File: src/rtl/product_accumulator.sv
// ---------------------------------------------------------------------------
// product_accumulator
//   Downstream stage of the sequential shift-add multiplier. Each product the
//   multiplier announces on Done_Flag is captured with a 4-phase
//   ack/ret_ack handshake and added into an unsigned accumulator. After the
//   programmed number of products the total is offered on a valid/ready port
//   towards the result writer.
//
// Ports
//   clk        in   rising-edge clock
//   reset      in   synchronous, active-high
//   start      in   1-cycle pulse, begins a new sum and samples len
//   len        in   number of products to accumulate
//   prod       in   product from the multiplier, stable while Done_Flag=1
//   Done_Flag  in   multiplier result ready
//   ret_ack    in   multiplier has seen ack and released Done_Flag
//   ack        out  product captured
//   busy       out  high in every state except IDLE
//   sum        out  accumulated result, valid while sum_valid=1
//   sum_valid  out  result available
//   sum_ready  in   consumer accepts sum
//   overflow   out  sticky carry out of the accumulator during this run
// ---------------------------------------------------------------------------
module product_accumulator #(
    parameter int SIZE    = 32,
    parameter int COUNT_W = 8,
    parameter int ACC_W   = 2 * SIZE + COUNT_W
) (
    input  logic                clk,
    input  logic                reset,
    input  logic                start,
    input  logic [COUNT_W-1:0]  len,
    input  logic [2*SIZE-1:0]   prod,
    input  logic                Done_Flag,
    input  logic                ret_ack,
    output logic                ack,
    output logic                busy,
    output logic [ACC_W-1:0]    sum,
    output logic                sum_valid,
    input  logic                sum_ready,
    output logic                overflow
);

    typedef enum logic [2:0] {
        ST_IDLE,
        ST_WAIT_DONE,
        ST_ACK,
        ST_WAIT_REL,
        ST_OUT
    } state_t;

    state_t               state_q, state_d;
    logic [ACC_W-1:0]     acc_q, acc_d;
    logic [COUNT_W-1:0]   remaining_q, remaining_d;
    logic [ACC_W-1:0]     sum_q, sum_d;
    logic                 ack_q, ack_d;
    logic                 busy_q, busy_d;
    logic                 sum_valid_q, sum_valid_d;
    logic                 overflow_q, overflow_d;

    // Product zero-extended to one bit wider than the accumulator so the
    // carry out of the addition lands in the top bit.
    logic [ACC_W:0]       prod_ext;
    logic [ACC_W:0]       add_full;

    always_comb begin
        prod_ext = {{(ACC_W + 1 - 2 * SIZE){1'b0}}, prod};
        add_full = {1'b0, acc_q} + prod_ext;
    end

    // Next-state and next-output logic. Every output is a flop, so each one
    // is computed here for the state being entered.
    always_comb begin
        state_d     = state_q;
        acc_d       = acc_q;
        remaining_d = remaining_q;
        sum_d       = sum_q;
        ack_d       = ack_q;
        sum_valid_d = sum_valid_q;
        overflow_d  = overflow_q;

        case (state_q)
            ST_IDLE: begin
                // Done_Flag is deliberately not looked at here.
                if (start) begin
                    acc_d       = '0;
                    overflow_d  = 1'b0;
                    remaining_d = len;
                    sum_d       = '0;
                    if (len != '0) begin
                        state_d = ST_WAIT_DONE;
                    end else begin
                        sum_valid_d = 1'b1;
                        state_d     = ST_OUT;
                    end
                end
            end

            ST_WAIT_DONE: begin
                if (Done_Flag) begin
                    acc_d       = add_full[ACC_W-1:0];
                    overflow_d  = overflow_q | add_full[ACC_W];
                    remaining_d = remaining_q - COUNT_W'(1);
                    ack_d       = 1'b1;
                    state_d     = ST_ACK;
                end
            end

            ST_ACK: begin
                // Holding ack until Done_Flag has actually dropped guarantees
                // a long Done_Flag pulse is only ever added once.
                if (ret_ack && !Done_Flag) begin
                    ack_d   = 1'b0;
                    state_d = ST_WAIT_REL;
                end
            end

            ST_WAIT_REL: begin
                // One cycle with ack low before the next Done_Flag may be taken.
                if (remaining_q == '0) begin
                    sum_d       = acc_q;
                    sum_valid_d = 1'b1;
                    state_d     = ST_OUT;
                end else begin
                    state_d = ST_WAIT_DONE;
                end
            end

            ST_OUT: begin
                if (sum_ready) begin
                    sum_valid_d = 1'b0;
                    state_d     = ST_IDLE;
                end
            end

            default: begin
                state_d = ST_IDLE;
            end
        endcase

        busy_d = (state_d != ST_IDLE);
    end

    // State and output registers with synchronous reset; reset wins even in
    // the middle of a handshake.
    always_ff @(posedge clk) begin
        if (reset) begin
            state_q     <= ST_IDLE;
            acc_q       <= '0;
            remaining_q <= '0;
            sum_q       <= '0;
            ack_q       <= 1'b0;
            busy_q      <= 1'b0;
            sum_valid_q <= 1'b0;
            overflow_q  <= 1'b0;
        end else begin
            state_q     <= state_d;
            acc_q       <= acc_d;
            remaining_q <= remaining_d;
            sum_q       <= sum_d;
            ack_q       <= ack_d;
            busy_q      <= busy_d;
            sum_valid_q <= sum_valid_d;
            overflow_q  <= overflow_d;
        end
    end

    assign ack       = ack_q;
    assign busy      = busy_q;
    assign sum       = sum_q;
    assign sum_valid = sum_valid_q;
    assign overflow  = overflow_q;

endmodule

File: config.mk
export PLATFORM = sky130hd
export DESIGN_NAME = product_accumulator
export DESIGN_NICKNAME = d
export VERILOG_FILES = /design/src/rtl/product_accumulator.sv
export SDC_FILE = /design/constraint.sdc
export NUM_CORES = 1
export LEC_CHECK = 0
export BUFFER_PORTS_ARGS = -buffer_cell sky130_fd_sc_hd__buf_2
export CAP_MARGIN = 25
export CORE_UTILIZATION = 30
export DETAILED_ROUTE_END_ITERATION = 7
export GPL_ROUTABILITY_DRIVEN = 1
export GPL_TIMING_DRIVEN = 0
export SLEW_MARGIN = 20
export SYNTH_ARGS = -nofsm -noshare
export SYNTH_HDL_FRONTEND = slang
export SYNTH_SLANG_ARGS = --single-unit
File: constraint.sdc
create_clock -name clk -period 3.5 [get_ports clk]
set_clock_uncertainty 0.2 [all_clocks]
set_input_delay 0.175 -clock clk [delete_from_list [all_inputs] [get_ports clk]]
set_output_delay 0.175 -clock clk [all_outputs]
set_load 0.02 [all_outputs]
==> flow_metrics.tcl <==
set metrics [dict create \
    synth.most_common_cell "dfxtp_1" \
    setup_violations 0 \
    r2r_slack_ns 0.08 \
    crit_start "acc_q[0]" \
    grt_pass1_wl_um 47100 \
    core.rowCount 64 \
    synthMuxAreaShare 0 \
    synth-simple-area-share 0.198 \
    r2r.worst_path.cells 13 \
    regArea_mm2 0.00318 \
    grt_overflow 0 \
    peakVddDrop_mv 0.229 \
    drt-total-wl_um 30400 \
    tns_ns 0 \
    antenna_found_initial 1 \
    ys_ff_latch 159 \
    criticalPathCategory "register to register" \
    maxCapViolCount 0 \
    num_antenna_cells 0 \
    fillers 3275 \
    synth-async-reset-ratio 0 \
    drive_gt1_frac 0.168 \
    viasPerCell 5.23 \
    ant_nets 0 \
    hpwlAfterDp_um 23100 \
    path_clk_slew_ns 0.07 \
    root_buffer "clkbuf_16" \
    via_count 9346 \
    cp.arrival_ns 3.53 \
    first_iter_violations 674 \
    synth_commonest_cells "dfxtp_1, nor2_1, nand2_1" \
    ys_top_cells_by_area "dfxtp_1, ha_1, a21oi_1, nor2_1, a22oi_1" \
    dieArea_mm2 0.0318 \
    start_util 0.305 \
    fin_crit_sh 0.976 \
    ios 154 \
    r2r-end "acc_q[56]" \
    post_synth_num_cell_types 66 \
    synth_xor_area_frac 0.0629 \
    htreeDepth 4 \
    first_pass_iters 5 \
    critPathRequiredTime_ns 3.61 \
    avgSynthCellArea_um2 7.87 \
    synthAdderAreaFrac 0.0893 \
    max_slew_margin 0.343 \
    rsz0062_at_grt "true" \
    crit_path_end_kind "register" \
    grt_max_degree 17 \
    synth_compound_area_frac 0.270 \
    critical_path.endpoint "acc_q[56]" \
    synth_warnings 0 \
    synth_top_family_by_area "compound AO/OA/AOI/OAI gates" \
    max_slew.worst_pin.slew_ns 0.982 \
    fin_crit_ns 3.42 \
    postSynthCellCount 1185 \
    coreArea_mm2 0.0306 \
    syn_to_final_growth_pct 23.2 \
    syn-cell-area_mm2 0.00933 \
    multi_input_area_mm2 0.00590 \
    wl_per_cell_um 17.0 \
    io_buffers 152 \
    clock-sinks 159 \
    reg2reg_from "acc_q[0]" \
    fmax_mhz 293 \
    yosysSeqAreaShare 0.341 \
    tritoncts "yes" \
    grt.total_usage 0.191 \
    die_w_um 178 \
    min_path_type "primary input to register" \
    power.total_w 0.00502 \
    clk_latency_ns 0.43 \
    clock_path_buffers 2 \
    gp_congestion 0.920 \
    drc 0 \
    numCtsBuffers 17 \
    hold_viol_final 0 \
    final_cell_area_mm2 0.0115 \
    startpoint_type "register" \
    nets 1522 \
    report.final.slew_viol_count 0 \
    crit_path_max_fanout 4 \
    fin_util 0.376 \
    power_density_mw_per_mm2 437 \
    synth_edf_count 0 \
    status "complete, no violations" \
    syn_nets 1329 \
    grt_pass1_vias 8866 \
    power_leakage_nw 4.90 \
    die_y_um 178 \
    placed_area_mm2 0.0106 \
    synth_top_area_frac 0.341 \
    synth_flop_cell "dfxtp_1" \
    synth_area_leader_cell "dfxtp_1" \
]
[layout make-up]
type	count	share of cell area
Buffer	74	0.0248
Clock buffer	19	0.0386
Clock inverter	13	0.0114
Inverter	19	0.00621
Multi-Input combinational cell	933	0.514
Sequential cell	159	0.277
Tap cell	396	0.0431
Timing Repair Buffer	174	0.0850
[cell families (layout without fill, tap and decap cells)]
family                     count (synthesis)  in the layout
and+or+nand+nor                          423            423
buffers and inverters                     93            299
adders and majority gates                 66             66
AOI/OAI and AO/OA                        377            377
xor gates and xnor gates                  67             67
DFF                                      159            159
[per-stage QoR]
step | std cells | hold WS, ns | worst slack [ns]
after CTS | 1783 | 0.0106 | 0.00140
after detailed placement | 1735 | 0.253 | -0.257
after global placement | 1733 | 0.239 | -0.221
after floorplan | 1185 | 0.130 | 0.236
final | 1787 | 0.0441 | 0.0824
after global routing | 1787 | 0.0642 | -0.0452
[state kept, by name, summed over array words and instances (netlist names)]
register	count
busy	1
overflow	1
sum_valid	1
remaining_q	8
state_q	3
ack	1
sum	72
acc_q	72
[what timing repair did]
item                       4_1_cts  5_1_grt
setup endpoints to repair       13       20
pin swaps                        3       10
gates resized for setup          9       13
hold buffers                    14        0
hold endpoints to repair        14        0
buffers inserted                 2        4
[worst max-delay path, stage by stage, from the launching register on]
cell and delay, ns:
dfxtp_1 0.33, ha_2 0.19, fa_2 0.35, a21o_1 0.18, a221o_2 0.40, a21oi_4 0.17
o21ai_2 0.11, a211o_4 0.39, a41oi_4 0.19, o41a_4 0.21, o21ai_2 0.09, a41oi_2 0.22
xor2_1 0.17, o21ai_1 0.07
[power breakdown]
group          internal, W  switching, W
Combinational     0.000436      0.000760
Clock              0.00101      0.000860
Sequential         0.00188     0.0000679
[how the worst min path moves through the flow]
stage	startpoint	to	slack [ns]	depth (start not counted)
finish	prod[61]	acc_q[61]	0.04	4
global route	prod[12]	acc_q[12]	0.06	5
CTS	prod[1]	acc_q[1]	0.01	4
detailed placement	len[4]	remaining_q[4]	0.25	3
global placement	len[1]	remaining_q[1]	0.24	3
floorplan	len[1]	remaining_q[1]	0.13	2
[cells in the final DEF, fill, tap and decap left out, types with 9 or more instances in the layout]
cell type,synthesis,layout
clkbuf_16,0,17
nor3_1,17,14
clkbuf_1,64,65
xor2_1,28,28
a31oi_1,16,14
o21ai_0,37,37
a22oi_1,73,73
dlygate4sd3_1,0,14
buf_2,5,157
nand2_1,134,134
nor2_1,156,154
nand3_1,58,58
o21bai_1,17,17
xnor2_1,39,39
ha_1,65,63
dfxtp_1,159,159
nand4_1,16,16
inv_1,19,19
o21ai_1,12,9
a21o_1,37,37
a21oi_1,126,122
[metal layers]
| metal | up-vias | wire [um] | global-route usage | share of wire |
|---|---|---|---|---|
| met5 | - | 13 | 0 | 0.00043 |
| met4 | 2 | 752 | 0.0614 | 0.025 |
| met3 | 46 | 1690 | 0.0309 | 0.055 |
| met2 | 281 | 13800 | 0.308 | 0.45 |
| met1 | 4339 | 14100 | 0.257 | 0.46 |
| li1 | 4678 | - | - | - |
(Power assumes the default switching activity.)
